## config.mk

```make
export PLATFORM = sky130hd
export DESIGN_NAME = exc_vector_fetch_flat
export DESIGN_NICKNAME = d
export VERILOG_FILES = /design/src/rtl/exc_vector_fetch_pkg.sv /design/src/rtl/exc_vector_fetch_if.sv /design/src/rtl/exc_priority_enc.sv /design/src/rtl/exc_vector_fetch.sv /design/src/flat_wrapper.sv
export SDC_FILE = /design/constraint.sdc
export NUM_CORES = 1
export LEC_CHECK = 0
export ABC_AREA = 1
export CORE_MARGIN = 4
export CORE_UTILIZATION = 30
export CTS_CLUSTER_SIZE = 20
export DETAILED_ROUTE_END_ITERATION = 6
export PLACE_DENSITY = 0.77
export SETUP_SLACK_MARGIN = 0.5
export SLEW_MARGIN = 10
export SYNTH_ARGS = -nofsm -noshare
export SYNTH_HDL_FRONTEND = slang
export SYNTH_SLANG_ARGS = --single-unit
```

## constraint.sdc

```tcl
create_clock -name clk -period 1.8 [get_ports clk]
set_input_delay 0.36 -clock clk [delete_from_list [all_inputs] [get_ports clk]]
set_output_delay 0.36 -clock clk [all_outputs]
set_load 0.03 [all_outputs]
```

## src/rtl/exc_vector_fetch_pkg.sv

```systemverilog
// Shared types and constants for the exception vector fetch sequencer.
// Vector table addresses, cause codes and address-mux selects live here.
package exc_vector_fetch_pkg;

   typedef enum logic [2:0] {
      IDLE,
      SAVE,
      ADDR,
      WAIT,
      LOAD
   } state_e;

   localparam logic [31:0] VEC_OPCODE_ADDR   = 32'd253;
   localparam logic [31:0] VEC_OVERFLOW_ADDR = 32'd254;
   localparam logic [31:0] VEC_DIV0_ADDR     = 32'd255;

   typedef enum logic [1:0] {
      CAUSE_NONE     = 2'd0,
      CAUSE_OPCODE   = 2'd1,
      CAUSE_OVERFLOW = 2'd2,
      CAUSE_DIV0     = 2'd3
   } cause_e;

   // Address mux selects shared with the main control FSM
   localparam logic [2:0] SEL_NONE         = 3'd0;
   localparam logic [2:0] SEL_VEC_OPCODE   = 3'd2;
   localparam logic [2:0] SEL_VEC_OVERFLOW = 3'd3;
   localparam logic [2:0] SEL_VEC_DIV0     = 3'd4;

   typedef struct packed {
      logic        valid;
      logic [31:0] vec;
      cause_e      cause;
   } exc_req_t;

endpackage

```

## src/rtl/exc_vector_fetch_if.sv

```systemverilog
// Memory read port used by the exception vector fetch sequencer.
// master drives address/strobe, slave returns read data.
interface exc_vector_fetch_if;

   logic [31:0] mem_addr;
   logic        mem_rd;
   logic [31:0] mem_data_in;

   modport master (
      output mem_addr,
      output mem_rd,
      input  mem_data_in
   );

   modport slave (
      input  mem_addr,
      input  mem_rd,
      output mem_data_in
   );

endinterface

```

## src/rtl/exc_priority_enc.sv

```systemverilog
// Combinational priority encoder for exception requests.
// opcode beats overflow beats div0; losers are simply dropped.
module exc_priority_enc
   import exc_vector_fetch_pkg::*;
#(
   parameter logic [31:0] VEC_OPCODE   = VEC_OPCODE_ADDR,
   parameter logic [31:0] VEC_OVERFLOW = VEC_OVERFLOW_ADDR,
   parameter logic [31:0] VEC_DIV0     = VEC_DIV0_ADDR
) (
   input  logic     exc_opcode,
   input  logic     exc_overflow,
   input  logic     exc_div0,
   output exc_req_t req
);

   logic [2:0] sel;

   // Pick the winning request, then map its select to a vector address
   always_comb begin
      sel       = SEL_NONE;
      req.valid = exc_opcode | exc_overflow | exc_div0;
      req.cause = CAUSE_NONE;
      req.vec   = 32'd0;
      priority case (1'b1)
         exc_opcode: begin
            sel       = SEL_VEC_OPCODE;
            req.cause = CAUSE_OPCODE;
         end
         exc_overflow: begin
            sel       = SEL_VEC_OVERFLOW;
            req.cause = CAUSE_OVERFLOW;
         end
         exc_div0: begin
            sel       = SEL_VEC_DIV0;
            req.cause = CAUSE_DIV0;
         end
         default: ;
      endcase
      case (sel)
         SEL_VEC_OPCODE:   req.vec = VEC_OPCODE;
         SEL_VEC_OVERFLOW: req.vec = VEC_OVERFLOW;
         SEL_VEC_DIV0:     req.vec = VEC_DIV0;
         default:          req.vec = 32'd0;
      endcase
   end

endmodule

```

## src/rtl/exc_vector_fetch.sv

```systemverilog
// Exception sequencer: saves EPC, reads the vector table, loads PC.
// Define EXC_CAUSE_EN to add the cause_out register and port.
module exc_vector_fetch
   import exc_vector_fetch_pkg::*;
#(
   parameter int unsigned MEM_LATENCY  = 2,
   parameter logic [31:0] VEC_OPCODE   = VEC_OPCODE_ADDR,
   parameter logic [31:0] VEC_OVERFLOW = VEC_OVERFLOW_ADDR,
   parameter logic [31:0] VEC_DIV0     = VEC_DIV0_ADDR
) (
   input  logic                clk,
   input  logic                reset,
   input  logic                exc_opcode,
   input  logic                exc_overflow,
   input  logic                exc_div0,
   input  logic [31:0]         pc_in,
   exc_vector_fetch_if.master  mem,
   output logic [31:0]         epc_out,
   output logic [31:0]         pc_out,
   output logic                pc_load,
   output logic                busy
`ifdef EXC_CAUSE_EN
   ,
   output logic [1:0]          cause_out
`endif
);

   localparam logic [2:0] WAIT_INIT = 3'(MEM_LATENCY - 1);

   exc_req_t    req;
   state_e      state_q, state_d;
   logic [31:0] vec_q, vec_d;
   logic [2:0]  cnt_q, cnt_d;
   logic [31:0] mem_addr_q, mem_addr_d;
   logic        mem_rd_q, mem_rd_d;
   logic [31:0] epc_q, epc_d;
   logic [31:0] pc_q, pc_d;
   logic        pc_load_q, pc_load_d;
   logic        busy_q, busy_d;
   logic        unused_data_hi;

`ifdef EXC_CAUSE_EN
   cause_e      cause_q, cause_d;
`else
   logic        unused_cause;
   assign unused_cause = ^req.cause;
`endif

   assign unused_data_hi = ^mem.mem_data_in[31:8];

   exc_priority_enc #(
      .VEC_OPCODE   (VEC_OPCODE),
      .VEC_OVERFLOW (VEC_OVERFLOW),
      .VEC_DIV0     (VEC_DIV0)
   ) u_prio (
      .exc_opcode   (exc_opcode),
      .exc_overflow (exc_overflow),
      .exc_div0     (exc_div0),
      .req          (req)
   );

   // Sequencer next-state and next-output logic
   always_comb begin
      state_d    = state_q;
      vec_d      = vec_q;
      cnt_d      = cnt_q;
      mem_addr_d = mem_addr_q;
      mem_rd_d   = 1'b0;
      epc_d      = epc_q;
      pc_d       = pc_q;
      pc_load_d  = 1'b0;
      busy_d     = busy_q;
`ifdef EXC_CAUSE_EN
      cause_d    = cause_q;
`endif
      unique case (state_q)
         IDLE: begin
            if (req.valid) begin
               state_d = SAVE;
               vec_d   = req.vec;
               epc_d   = pc_in;
               busy_d  = 1'b1;
`ifdef EXC_CAUSE_EN
               cause_d = req.cause;
`endif
            end
         end
         SAVE: begin
            state_d    = ADDR;
            mem_addr_d = vec_q;
            mem_rd_d   = 1'b1;
         end
         ADDR: begin
            state_d = WAIT;
            cnt_d   = WAIT_INIT;
         end
         WAIT: begin
            if (cnt_q == 3'd0) begin
               state_d    = LOAD;
               pc_d       = {24'b0, mem.mem_data_in[7:0]};
               pc_load_d  = 1'b1;
               mem_addr_d = 32'd0;
            end else begin
               cnt_d = cnt_q - 3'd1;
            end
         end
         LOAD: begin
            state_d = IDLE;
            busy_d  = 1'b0;
         end
         default: begin
            state_d    = IDLE;
            mem_addr_d = 32'd0;
            busy_d     = 1'b0;
         end
      endcase
   end

   // State and registered outputs; reset aborts any sequence at once
   always_ff @(posedge clk or posedge reset) begin
      if (reset) begin
         state_q    <= IDLE;
         vec_q      <= 32'd0;
         cnt_q      <= 3'd0;
         mem_addr_q <= 32'd0;
         mem_rd_q   <= 1'b0;
         epc_q      <= 32'd0;
         pc_q       <= 32'd0;
         pc_load_q  <= 1'b0;
         busy_q     <= 1'b0;
`ifdef EXC_CAUSE_EN
         cause_q    <= CAUSE_NONE;
`endif
      end else begin
         state_q    <= state_d;
         vec_q      <= vec_d;
         cnt_q      <= cnt_d;
         mem_addr_q <= mem_addr_d;
         mem_rd_q   <= mem_rd_d;
         epc_q      <= epc_d;
         pc_q       <= pc_d;
         pc_load_q  <= pc_load_d;
         busy_q     <= busy_d;
`ifdef EXC_CAUSE_EN
         cause_q    <= cause_d;
`endif
      end
   end

   assign mem.mem_addr = mem_addr_q;
   assign mem.mem_rd   = mem_rd_q;
   assign epc_out      = epc_q;
   assign pc_out       = pc_q;
   assign pc_load      = pc_load_q;
   assign busy         = busy_q;
`ifdef EXC_CAUSE_EN
   assign cause_out    = cause_q;
`endif

endmodule

```

## src/flat_wrapper.sv

```systemverilog
// flat-port wrapper written by rule: the top's interface ports become plain ports
module exc_vector_fetch_flat import exc_vector_fetch_pkg::*;
#(
   parameter int unsigned MEM_LATENCY  = 2,
   parameter logic [31:0] VEC_OPCODE   = VEC_OPCODE_ADDR,
   parameter logic [31:0] VEC_OVERFLOW = VEC_OVERFLOW_ADDR,
   parameter logic [31:0] VEC_DIV0     = VEC_DIV0_ADDR
)
  (clk, reset, exc_opcode, exc_overflow, exc_div0, pc_in, epc_out, pc_out, pc_load, busy, mem_mem_addr, mem_mem_rd, mem_mem_data_in);
  exc_vector_fetch_if mem_i ();
  input  logic clk;
  input  logic reset;
  input  logic exc_opcode;
  input  logic exc_overflow;
  input  logic exc_div0;
  input  logic [31:0] pc_in;
  output logic [31:0] epc_out;
  output logic [31:0] pc_out;
  output logic pc_load;
  output logic busy;
  output wire logic [$bits(mem_i.mem_addr)-1:0] mem_mem_addr;
  output wire logic [$bits(mem_i.mem_rd)-1:0] mem_mem_rd;
  input wire logic [$bits(mem_i.mem_data_in)-1:0] mem_mem_data_in;
  assign mem_mem_addr = mem_i.mem_addr;
  assign mem_mem_rd = mem_i.mem_rd;
  assign mem_i.mem_data_in = mem_mem_data_in;
  exc_vector_fetch #(.MEM_LATENCY(MEM_LATENCY), .VEC_OPCODE(VEC_OPCODE), .VEC_OVERFLOW(VEC_OVERFLOW), .VEC_DIV0(VEC_DIV0)) u_core (.clk(clk), .reset(reset), .exc_opcode(exc_opcode), .exc_overflow(exc_overflow), .exc_div0(exc_div0), .pc_in(pc_in), .mem(mem_i), .epc_out(epc_out), .pc_out(pc_out), .pc_load(pc_load), .busy(busy));
endmodule
```

After elaboration in Yosys (flattened, before gate mapping) --
Cells that the tools add are included.
Word-level totals: bits in registers 113, bits of input ports 69, output and inout bits 99
Cells by class: add/subtract/negate cells 1, eq/ne operators 10, muxes and demuxes 16, bitwise operators 4, reduce and logical (&&, ||, !) cells 11
Operator list (number):
- 32-bit case mux with 3 select lines | 1
- 32-bit two-way mux | 1
- 8-bit case mux with 3 select lines | 1
- 3-bit two-way mux | 6
- 3-bit by 2-bit equality test with 1-bit output (second input constant) | 4
- 3-bit case mux with 4 select lines | 1
- 2-bit AND reduction | 6
- 3-bit equality test (second input constant) | 2
- 3-bit logical NOT | 2
- 3-bit case mux with 2 select lines | 1
- 3-bit OR reduction | 2
- 1-bit two-way mux | 4
- 2-bit by 1-bit != test with 1-bit output (second input constant) | 2
- 3-bit by 1-bit equality test with 1-bit output (second input constant) | 1
- 3-bit by 1-bit subtractor with 3-bit output (second input constant) | 1
- 2-bit != test (second input constant) | 1
- 1-bit inverter | 2
- 1-bit bitwise OR | 2
- 1-bit case mux with 2 select lines | 1
- 2-bit nonzero test | 1

Longest topological paths before layout --
Gate-level depths: netlist of run 1.
depth in word-level cells 5, gate-level depth with buffers 8, depth with buffers taken out 8

Hierarchy --
A second synthesis of run 1 with hierarchy kept.
Unflattened totals: cell total of the unflattened synthesis 552, area total of the unflattened synthesis 4897.2 um2
Modules (own cells, without submodules):
- exc_vector_fetch | instances 1, cells each 512, area an instance 4630.7 um2, seq. area each 2827.7 um2
- exc_priority_enc | instances 1, cells each 40, area an instance 266.5 um2, seq. area each 0.0 um2

Least setup slack after synthesis of run 1 --
Ideal clock, no wire load.
path type flip-flop to flip-flop, start reg u_core.cnt_q[0], end reg u_core.mem_addr_q[6], in the netlist u_core.mem.mem_addr[6], library setup time 0.065 ns, arrival time 1.159 ns, required time 1.735 ns, setup slack 0.576 ns, cell stages (with the launch flop) 9, period minus slack after synthesis 1.224 ns, cell sequence dfrtp_1 > inv_1 > ha_1 > ha_1 > inv_1 > nand2_4 > nand2_1 > nand2_1 > nand2_1
Between the ends: cells in the longest elaborated chain, start to end 3
RTL lines:
- start, declared | line exc_vector_fetch.sv:33 | logic [2:0] cnt_q, cnt_d;
- start signal, assigned | line exc_vector_fetch.sv:137 | cnt_q <= cnt_d;
- 3-bit logical NOT | line exc_vector_fetch.sv:98 | if (cnt_q == 3'd0) begin
- 2-bit by 1-bit != test with 1-bit output (no line)
- 2-bit AND reduction (no line)
- end signal, assigned | line exc_vector_fetch.sv:138 | mem_addr_q <= mem_addr_d;
- end, declared | line exc_vector_fetch.sv:34 | logic [31:0] mem_addr_q, mem_addr_d;
No other way between the ends. A chain may end at the register's enable or synchronous reset.

==> results.sh, run 1 <==
export IMPL_rows=34
export IMPL_postLayoutCellArea_sq_um=3590
export IMPL_seq_area_sq_um=1380
export IMPL_slew_viol_final=0
export IMPL_startpoint_type="flop"
export IMPL_ys_seq_elements=55
export IMPL_drt_first_iter_violations=56
export IMPL_antenna_cells=0
export IMPL_synth_cells=305
export IMPL_crit_arrival_ns=0.94
export IMPL_ys_top_cells_by_area="dfrtp_1 51%, nand2_1 16%, buf_4 15%"
export IMPL_ir_drop_mv=0.695
export IMPL_power_density_nw_per_um2=1870
export IMPL_dp_final_hpwl_microns=4540
export IMPL_synth_top_cell_area_share_pct=51.4
export IMPL_grt_max_degree=56
export IMPL_clkSlewWorstSetupHoldPaths_ns=0.10
export IMPL_ant_nets=0
export IMPL_fmax_mhz=767
export IMPL_crit_family="flip-flops"
export IMPL_core_area_sq_um=8720
export IMPL_grtUsageTotal_pct=12.2
export IMPL_status="complete, no violations"
export IMPL_fin_ws_ns=0.496
export IMPL_routabilityCongestion=0.743
export IMPL_min_path_type="in -> async"
export IMPL_placed_area_sq_um=3520
export IMPL_path_max_fanout=7
export IMPL_tritoncts="built"
export IMPL_routed_via_density=4.17
export IMPL_yosysMostFrequentCell="nand2_1"
export IMPL_cp_end_kind="primary output"
export IMPL_path_class="reg -> out"
export IMPL_synth_area_leader_cell="dfrtp_1"
export IMPL_r2r_start="u_core.cnt_q[0]$_DFFE_PP0P_"
export IMPL_overflow=0
export IMPL_ys_seq_area_share_pct=51.4
export IMPL_port_buffers=95
export IMPL_holdWs_ns=0.461
export IMPL_ctsRootBufferMaster="clkbuf_8"
export IMPL_netlist_area_sq_um=2680
export IMPL_cts_hold_buffers=0
export IMPL_synth_edf_count=0
export IMPL_required_ns=1.44
export IMPL_ys_async_sr_fraction_pct=100
export IMPL_ys_flop_type="dfrtp_1"
export IMPL_initial_core_util_pct=30.7
export IMPL_drt_wirelength_per_cell_microns=12.5
export IMPL_syn_to_final_growth_pct=34.3
export IMPL_final_util_pct=41.2
export IMPL_setup_tns_ns=0
export IMPL_die_h_microns=102
export IMPL_synth_common_cells="116 x nand2_1, 55 x dfrtp_1, 54 x buf_4"
export IMPL_hold_viol=0
export IMPL_via_count=2149
export IMPL_nets=477
export IMPL_period_share_pct=72.4
export IMPL_place_worst_setup_slack_ns=0.190
export IMPL_antenna_found_initial=0
export IMPL_r2r_cells=8
export IMPL_yosysWarnings=0
export IMPL_io_pins=168
export IMPL_maxCapViolCount=0
export IMPL_r2r_slack_ns=0.54
export IMPL_rsz0062_at_grt="yes"
export IMPL_clock_tree_buffer_depth=2
export IMPL_totalWireLength_microns=6450
export IMPL_num_fill_cells=882
export IMPL_dieWidth_microns=102
export IMPL_max_stage_delay_ns=0.48
export IMPL_crit_slowest_cell="dfrtp_2"
export IMPL_syn_avg_cell_area_sq_um=8.78
export IMPL_dr_pass1_iters=4
export IMPL_grt_pass1_wl_microns=10000
export IMPL_cts_buffers=5
export IMPL_grt_pass1_vias=2069
export IMPL_dieArea_sq_um=10500
export IMPL_power_leakage_uw=0.00194
export IMPL_drc=0
export IMPL_path_depth=1
export IMPL_setup_viol=0
export IMPL_clkSinkCount=55
export IMPL_clock_latency_ns=0.30
export IMPL_critPathBufInv=1
export IMPL_fin_crit_ns=1.30
export IMPL_path_cells="buf_6"
export IMPL_htreeDepth=2
export IMPL_yosysUniqueCellTypes=22
export IMPL_skew_ns=0.00450
export IMPL_layout_drive_gt1_share_pct=22.6
export IMPL_multiInputGateArea_sq_um=1020
export IMPL_cp_startpoint="u_core.mem.mem_addr[6]$_DFFE_PP0P_"
power by group:
group | switching (uW) | leakage (uW) | internal, uW
registers | 349 | 0.000671 | 1840
logic | 2600 | 0.00123 | 1270
clock network | 396 | 0.0000422 | 275
total | 3350 | 0.00194 | 3380
worst paths after layout:
check,endpoint
worst min-delay path,u_core.pc_out[0]$_DFFE_PP0P_
worst max register to register,u_core.mem.mem_addr[6]$_DFFE_PP0P_
min in group clk,u_core.vec_q[6]$_DFFE_PP0P_
worst max-delay path,mem_mem_addr[3]
max in group asynchronous,u_core.state_q[0]$_DFFE_PP0P_
worst min register to register,u_core.vec_q[6]$_DFFE_PP0P_
cell usage in the layout (no fill, tap or decap), drive strengths merged:
cell	n
nand3b	1
nor2	5
ha	2
clkinvlp	1
a21oi	1
buf	63
o21ai	2
nand3	38
conb	48
nor3b	1
clkdlybuf4s50	44
dfrtp	55
nand2	121
clkinv	2
inv	15
clkbuf	8
flip-flops by register name (all words and copies together), names as in the netlist:
signal and flops:
u_core.pc_load 1, u_core.cnt_q 3, u_core.busy 1, u_core.state_q 3, u_core.mem.mem_rd 1, u_core.pc_out 8
u_core.vec_q 3, u_core.mem.mem_addr 3, u_core.epc_out 32
layer usage:
metal	up-vias	GRT usage (%)	part of all wire, %
met5	-	0	0
met1	1013	15.2	40
li1	1041	-	-
met3	10	3.28	7.7
met4	0	5.25	2.3
met2	85	19.8	50
logic make-up (layout without fill, tap and decap cells):
| kind of cell | Yosys count | count (layout) | synth area share [%] |
|---|---|---|---|
| AND/OR/NAND/NOR | 165 | 166 | 27.1 |
| buffers and inverters | 79 | 133 | 19.9 |
| flip-flops | 55 | 55 | 51.4 |
| AO/OA/AOI/OAI | 3 | 3 | 0.561 |
| adder cells (fa/ha/maj) | 2 | 2 | 0.934 |
| other | 1 | 48 | 0.140 |
per-stage QoR:
stage | cells | power (uW)
after global routing | 515 | 7270
final | 515 | 6730
after CTS | 511 | 6590
after floorplan | 352 | 4830
after global placement | 497 | 6060
after detailed placement | 497 | 6190
cell type report:
class,count,area share (%)
Tap cell,108,3.76
Clock buffer,7,2.12
Multi-Input combinational cell,219,28.4
Sequential cell,55,38.4
Timing Repair Buffer,108,25.0
Inverter,17,2.23
Clock inverter,1,0.139
what timing repair did:
item | CTS | global route
setup buffers | 5 | 4
pin swaps | 2 | 4
cloned | 1 | 0
setup endpoints to repair | 99 | 53
resized for setup | 273 | 21
Note: power is estimated with default switching activity, not from simulation.
==> run 2: changes to the inputs <==
PLACE_DENSITY = 0.75   (was 0.77)
clock period = 1.3 ns   (was 1.8 ns; I/O delays follow)
==> run 2 against run 1 <==
- sequential power grew 48%
- clock power up 54%
- global-route usage increased by 0.061 points
- non-clock buffer count grew 26
- clock-buffer cell count increased by 1
- first-iteration DRC count increased by 52%
- via count is 4.9% higher
- largest power group unchanged
- highest routed layer unchanged
- register-to-register slack worse by 0.49 ns
- die area unchanged
- critical path type is now reg -> reg
- critical path depth grew 6
==> results.sh, run 2 (same netlist as run 1, synthesis figures left out) <==
export IMPL_final_common_cell="nand2_1"
export IMPL_drc=0
export IMPL_ir_drop_mv=1.16
export IMPL_slew_viol_final=0
export IMPL_cp_end_kind="flop"
export IMPL_core_area_sq_um=8720
export IMPL_multiInputGateArea_sq_um=1050
export IMPL_crit_arrival_ns=1.45
export IMPL_grtUsageTotal_pct=12.2
export IMPL_startpoint_type="flop"
export IMPL_final_util_pct=48.1
export IMPL_power_density_nw_per_um2=2690
export IMPL_clkSinkCount=55
export IMPL_grt_pass1_vias=2114
export IMPL_syn_to_final_growth_pct=56.6
export IMPL_num_fill_cells=833
export IMPL_seq_area_sq_um=1380
export IMPL_die_h_microns=102
export IMPL_grt_max_degree=56
export IMPL_power_leakage_uw=0.00218
export IMPL_ctsRootBufferMaster="clkbuf_8"
export IMPL_htreeDepth=2
export IMPL_grt_pass1_wl_microns=10300
export IMPL_initial_core_util_pct=30.7
export IMPL_routed_via_density=4.17
export IMPL_path_class="reg -> reg"
export IMPL_drt_first_iter_violations=85
export IMPL_antenna_cells=0
export IMPL_dp_final_hpwl_microns=4720
export IMPL_ant_nets=0
export IMPL_required_ns=1.50
export IMPL_routabilityCongestion=0.726
export IMPL_setup_viol=0
export IMPL_mostFrequentLayoutCells="100 x nand2_1, 52 x buf_6, 51 x dfrtp_1"
export IMPL_path_max_fanout=6
export IMPL_min_path_type="in -> async"
export IMPL_overflow=0
export IMPL_port_buffers=95
export IMPL_cts_buffers=5
export IMPL_tritoncts="built"
export IMPL_nets=503
export IMPL_clock_tree_buffer_depth=2
export IMPL_io_pins=168
export IMPL_rsz0062_at_grt="yes"
export IMPL_clkSlewWorstSetupHoldPaths_ns=0.10
export IMPL_dr_pass1_iters=4
export IMPL_fin_crit_ns=1.25
export IMPL_antenna_found_initial=0
export IMPL_dieArea_sq_um=10500
export IMPL_period_share_pct=96.3
export IMPL_holdWs_ns=0.372
export IMPL_dieWidth_microns=102
export IMPL_drt_wirelength_per_cell_microns=12.8
export IMPL_largest_register_ffs=32
export IMPL_rows=34
export IMPL_totalWireLength_microns=6930
export IMPL_clock_latency_ns=0.30
export IMPL_maxCapViolCount=0
export IMPL_skew_ns=0.00408
export IMPL_via_count=2254
export IMPL_layout_drive_gt1_share_pct=32.3
export IMPL_status="complete, no violations"
export IMPL_hold_viol=0
export IMPL_fmax_mhz=799
-- run 2: cell count changes in the layout (fill, tap and decap cells not counted), sizes merged --
cell    change
clkinv      -1
clkbuf      +1
inv         +1
nand2       -1
buf        +26
-- run 2: final timing paths --
kind / start / to / slack, ns / cells after the start
worst max-delay path: u_core.cnt_q[0]$_DFFE_PP0P_ / u_core.pc_out[2]$_DFFE_PP0P_ / 0.05 / 7
worst min-delay path: reset / u_core.pc_out[4]$_DFFE_PP0P_ / 0.37 / 3
worst max register to register: u_core.cnt_q[0]$_DFFE_PP0P_ / u_core.pc_out[2]$_DFFE_PP0P_ / 0.05 / 7
worst min register to register: u_core.vec_q[6]$_DFFE_PP0P_ / u_core.vec_q[6]$_DFFE_PP0P_ / 0.48 / 2
max in group asynchronous: reset / u_core.state_q[2]$_DFFE_PP0P_ / 0.66 / 3
min in group clk: u_core.vec_q[6]$_DFFE_PP0P_ / u_core.vec_q[6]$_DFFE_PP0P_ / 0.48 / 2
-- run 2: final cells by class --
cell class	instances	area share [%]
inverter	17	1.97
timing repair buffer	134	34.3
multi-input combinational	218	25.0
sequential	55	32.9
clock buffer	8	2.39
tap	108	3.22
timing repair inverter	1	0.209
-- run 2: per-layer routing --
layer,share of wire [%],track usage (%)
met1,38,14.7
met2,55,21.7
met3,6.0,2.39
met4,1.2,4.24
met5,0,0
-- run 2: repair_timing --
action                                  in CTS  in global routing
pin swaps                                    3                  9
endpoints found under the setup margin     106                106
gates cloned                                 0                  2
setup buffers                               14                 14
resized for setup                          218                 32
hold buffers                                 0                  0
-- run 2: critical path, stage by stage, from the launching register on --
cell     delay (ns)
dfrtp_1        0.41
inv_2          0.08
ha_4           0.14
ha_4           0.16
nand2_8        0.10
buf_8          0.16
nand2_1        0.05
nand2_1        0.05
-- run 2: report_power, final --
group / leakage (uW) / total (uW) / switching (uW) / internal [uW]
registers: 0.000670 / 3220 / 667 / 2550
clock network: 0.0000515 / 1030 / 547 / 488
logic: 0.00146 / 7010 / 3820 / 3190
-- run 2: through the flow --
stage          TNS (ns)  power [uW]  cells  cell area [sq um]  worst slack (ns)
2_1_floorplan         0        6800    352               2890             0.167
3_3_place_gp      -5.38        8700    503               3620            -0.181
3_5_place_dp      -5.67        8880    503               3620            -0.193
4_1_cts               0       10700    525               3960            0.0610
5_1_grt        -0.00646       12000    541               4190          -0.00471
6_report              0       11300    541               4190            0.0479
==> variant 1, RTL diff (config.mk and constraints of run 1) <==
Remove the register `pc_load_q`: a continuous assignment takes its place, so the output `pc_load` follows one clock earlier.
--- a/src/rtl/exc_vector_fetch.sv
+++ b/src/rtl/exc_vector_fetch.sv
@@ -128,3 +128,2 @@
          pc_q       <= 32'd0;
-         pc_load_q  <= 1'b0;
          busy_q     <= 1'b0;
@@ -141,3 +140,2 @@
          pc_q       <= pc_d;
-         pc_load_q  <= pc_load_d;
          busy_q     <= busy_d;
@@ -148,2 +146,4 @@
    end
+
+   assign pc_load_q = pc_load_d;
 
Behaviour: not the same (Yosys sat finds a counterexample within 10 cycles, from zero or initial values and one cycle with reset high).
==> variant 1 against run 1 <==
Power up 15%. Sequential cell count decreased by 1. Synthesized area is 2.3% lower. Cell area grew 10%. Setup slack lost 410 ps. Core utilization increased by 6.3 points. Routed wire length up 17%. Register-to-register slack got worse by 160 ps. Critical path type unchanged. Largest cell class unchanged. Highest routed layer unchanged.
==> variant 1: results (changes against run 1) <==
The worst ir drop on vdd came out at 0.727 mV (+4.6%). The commonest cells after synthesis are 116 x nand2_1, 56 x buf_4, 54 x dfrtp_1, 36 x nand3_1, 15 x inv_1. The arrival time of data at the critical path endpoint was 1350 ps (+410 ps); the length of routed met3 wiring was 485 µm (-2.4%). The fill cell instance count of the final layout was 786 (-11%). The worst-case register-to-register setup slack came out at 380 ps (-160 ps). The fraction of final layout cells with drive strength greater than 1 came out at 28.9% (+6.3 points). The highest net fanout along the worst path came out at 3 (-4).

For the routed via count, the log shows 2253 (+4.8%). The post-placement worst setup slack is 182 ps (-7.96 ps), and the antenna violation net count after detailed routing is 0 (unchanged). The via count of the first global-routing pass was 2206 (+6.6%).

Leakage power figure: 2.08 nW (+6.9%). Following the worst setup path forward leads to its endpoint at pc_load. The run gives 11000 µm (+10%) as the first-pass GRT wire length. Maximum number of pins on one net before global-route repair: 55 (-1.8%). The all-layer global routing usage came out at 13.7% (+1.5 points). The final layout net count came out at 495 (+3.8%). The run gives 492 (-1.0%) as the cell total after placement. Synthesized-area fraction occupied by adder cells: 0.956% (+0.022 points).

The sequential element share of the synthesized area was 51.6% (+0.25 points). Half-perimeter wire length after placement: 4530 µm (-0.21%). The capturing point of the worst reg2reg path is u_core.mem.mem_addr[0].

The largest clock skew in the final design is 6.20 ps (+1.69 ps). Summed over all instances, the cell type with the most area after synthesis is dfrtp_1. For the routed length on met1, the log shows 2890 µm (+12%).

Compound-cell area share of the yosys netlist: 0.765% (+0.20 points). Detailed router's first-iteration violation count: 55 (-1.8%). By area the synthesized netlist is led by dfrtp_1 52%, nand2_1 17%, buf_4 16%.

The detail-routed net length per standard cell was 14.2 µm (+13%); the met2 layer wire length in the routed design was 3990 µm (+24%). The run gives 3480 µm² (-1.3%) as the total placed instance area. The run finished with clean final reports. The number of distinct library cells after synthesis was 20 (-9.1%); the synthesized area per cell was 8.63 µm² (-1.6%). For the routability congestion estimate, the log shows 0.733 (-1.3%). The cell sitting at the root of the clock tree is a clkbuf_8.

The most critical setup path has its startpoint at u_core.cnt_q[0]. The minimum clock period works out to 1710 ps (+405 ps). The tools report the area of combinational cells with multiple inputs as 1110 µm² (+9.1%).
## variant 1: final cells by class
cell class	count	area share, %
sequential	54	34.2
inverter	17	2.15
clock buffer	8	2.78
timing repair buffer	124	29.5
multi-input combinational	222	28.1
tap	105	3.32
## variant 1: where the power goes
group          switching (mW)  leakage, nW  internal, mW
combinational            2.92         1.36          1.91
sequential              0.355        0.656          1.80
clock                   0.388       0.0575         0.389
total                    3.66         2.08          4.11
## variant 1: worst min-delay path by stage
stage	start	end	slack (ps)	cells past startpoint
CTS	reset	u_core.epc_out[5]	470	3
global placement	u_core.vec_q[6]	u_core.vec_q[6]	450	2
finish	reset	u_core.epc_out[7]	470	3
floorplan	reset	u_core.busy	430	1
global route	reset	u_core.epc_out[5]	480	3
detailed placement	u_core.epc_out[31]	u_core.epc_out[31]	460	2
## variant 1: timing repair
action                                  in CTS  in global routing
buffers inserted                            14                  6
endpoints found under the setup margin      89                 59
pin swaps                                   13                  5
gates resized for setup                    287                 28
gates cloned                                 6                  4
## variant 1: kinds of logic after synthesis
logic type,after synthesis
and+or+nand+nor,163
buffers and inverters,79
DFF,54
other,1
adders and majority gates,2
AOI/OAI and AO/OA,4
## variant 1: critical path, stage by stage, from the launching register on
cell and delay (ps):
dfrtp_1 380, inv_1 60, ha_2 190, ha_4 180
nand2_8 80, clkinv_8 50, buf_8 120
## variant 1: per-layer routing
metal,up-vias,track usage (%)
met5,-,0
met4,0,5.21
met3,12,2.96
met2,84,25.1
met1,1070,15.6
li1,1087,-
==> variant 2, RTL diff (config.mk and constraints of run 1) <==
Without the edit above. Re-encode `state_e` (5 states) as one-hot, 5 bits wide.
--- a/src/rtl/exc_vector_fetch_pkg.sv
+++ b/src/rtl/exc_vector_fetch_pkg.sv
@@ -4,8 +4,8 @@
 
-   typedef enum logic [2:0] {
-      IDLE,
-      SAVE,
-      ADDR,
-      WAIT,
-      LOAD
+   typedef enum logic [4:0] {
+      IDLE = 5'b00001,
+      SAVE = 5'b00010,
+      ADDR = 5'b00100,
+      WAIT = 5'b01000,
+      LOAD = 5'b10000
    } state_e;
Behaviour: no difference found for any inputs over 10 cycles, from zero or initial values and one cycle with reset high; not proved beyond that.
==> variant 2 against run 1 <==
Non-clock buffer count grew 19. Largest cell class unchanged. Clock power increased by 82%. Combinational power grew 12%. Sequential cell count rose by 2. Cell area increased by 12%. Power is 16% higher. Clock skew increased by 1.4 ps. Setup slack worse by 98 ps. Critical path depth rose by 7. Routed wire length up 4.7%. Synthesized area grew 1.5%.
==> variant 2: results (changes against run 1) <==
The run gives 517 (+4.0%) as the cell total after placement. The flow ran to the end, and the final reports show no timing, DRC or antenna violations. The logs give 10300 µm (+2.9%) for the first-pass GRT wire length and 4.69% (+1.4 points) for the routing usage on met3. For the number of instances in the synthesized netlist, the log shows 318 (+4.3%).

Grouping stages by cell kind, the critical path spends the most delay in simple AND/OR/NAND/NOR gates. The fill cell instance count of the final layout was 831 (-5.8%); the multi-input gate share of total cell area was 26.3% (-2.1 points). The sequential element share of the synthesized area is 52.5% (+1.1 points). Total placed instance area: 3640 µm² (+3.4%). The via count of the first global-routing pass is 2238 (+8.2%), and the number of flip-flops in the largest register is 32 (unchanged).

The arrival time of data at the critical path endpoint is 1630 ps (+690 ps). The logs give 0 (unchanged) for the initial antenna violation count and 10 (+3) for the count of clock-net buffers in the final layout. The largest clock skew in the final design came out at 5.94 ps (+1.44 ps). For the sequential standard cell area, the log shows 1430 µm² (+3.6%). The clock transition at the registers of the reported paths was 70 ps (-30 ps); the inverter count was 18 (+1). The type of the tightest min-delay check is in -> async. The run gives 2293 (+6.7%) as the routed via count.

The run gives 513 (+7.5%) as the final layout net count. The delay of the slowest critical-path stage is 390 ps (-90 ps). The number of levels the H-tree was split into was 3 (+1). The final-layout non-clock buffer area share came out at 27.9% (+2.9 points). The detail-routed net length per standard cell is 12.2 µm (-2.9%).

The final core area utilization came out at 46.1% (+4.8 points). The commonest cells after synthesis are 149 x nand2_1, 56 x dfrtp_1, 53 x buf_4, 15 x inv_1, 9 x nor2_1. The number of non-clock buffers works out to 127 (+18%). The number of distinct library cells after synthesis was 26 (+18%); the number of multi-input combinational cells was 229 (+4.6%). Post-placement worst setup slack: -12.6 ps (-203 ps). The all-layer global routing usage is 12.5% (+0.29 points), and the detailed router's first-iteration violation count is 48 (-14%). The largest individual stage delay along the critical path comes from the cell dfstp_2. The post-layout instance area was 4040 µm² (+12%). The leakage power figure is 2.15 nW (+11%), and the highest net fanout along the worst path is 5 (-2).

The number of antenna diodes was 0 (unchanged); the quantity of I/O buffers inserted on ports was 95 (unchanged). The clock tree cell share of total cell area was 5.08% (+2.8 points); the worst ir drop on vdd was 1.02 mV (+47%). The met1 usage was 14.7% (-0.46 points).

The routability congestion estimate is 0.694 (-6.6%), and the number of buffers added by the clock tree synthesis step is 9 (+4). The flop and latch count out of synthesis was 57 (+3.6%); the global routing usage on met2 was 20.8% (+1.0 points). The post-layout instance count excluding filler cells is 555 (+7.8%), and the fraction of final layout cells with drive strength greater than 1 is 32.4% (+9.8 points). The half-perimeter wire length after placement was 4680 µm (+3.1%); the maximum number of pins on one net before global-route repair was 30 (-46%). By area the synthesized netlist is led by dfrtp_1 52%, nand2_1 21%, buf_4 15%.

For the clock network latency to the later pin of the worst-skew pair, the log shows 330 ps (+30 ps). The tools report the clock tree buffer depth as 2 (unchanged). The async set or reset register ratio after synthesis is 100% (unchanged).
variant 2: cell count changes after synthesis, sizes merged, moves of 3 or more:
| cell | change |
|---|---|
| nand3 | -35 |
| nand4 | +3 |
| o21ai | +5 |
| nand2 | +30 |
| nor2 | +6 |
variant 2: layer usage:
metal  wire (µm)  part of all wire [%]  vias up
met5           0                     0        -
met3         627                   9.3       10
met4          80                   1.2        0
met2        3390                    50       96
li1            -                     -     1112
met1        2650                    39     1075
variant 2: report_power, final:
| group | internal (mW) | leakage (nW) | switching, mW | total [mW] |
|---|---|---|---|---|
| clock | 0.678 | 0.0985 | 0.539 | 1.22 |
| sequential | 1.88 | 0.687 | 0.378 | 2.26 |
| combinational | 1.65 | 1.37 | 2.67 | 4.32 |
variant 2: logic make-up (layout without fill, tap and decap cells):
kind of cell	count (synthesis)	after routing	synth area share, %
simple gates	170	170	24.8
buf+inv	79	161	19.8
flops	57	57	52.5
compound gates	9	9	1.75
fa+ha+maj	2	2	0.921
other cells	1	48	0.138
variant 2: path summary, 6_finish.rpt:
check	start	endpoint	slack [ps]	cells past startpoint
max in group asynchronous	reset	u_core.state_q[0]	970	3
min in group clk	u_core.mem.mem_addr[1]	u_core.mem.mem_addr[1]	480	2
min	reset	u_core.pc_load	320	2
min reg2reg	u_core.mem.mem_addr[1]	u_core.mem.mem_addr[1]	480	2
max	u_core.state_q[0]	u_core.pc_out[5]	400	8
max reg2reg	u_core.state_q[0]	u_core.pc_out[5]	400	8
variant 2: timing repair:
action / 4_1_cts / 5_1_grt
endpoints found under the setup margin: 102 / 76
buffers inserted: 8 / 12
resized for setup: 292 / 74
cloned: 2 / 0
pin swaps: 6 / 22
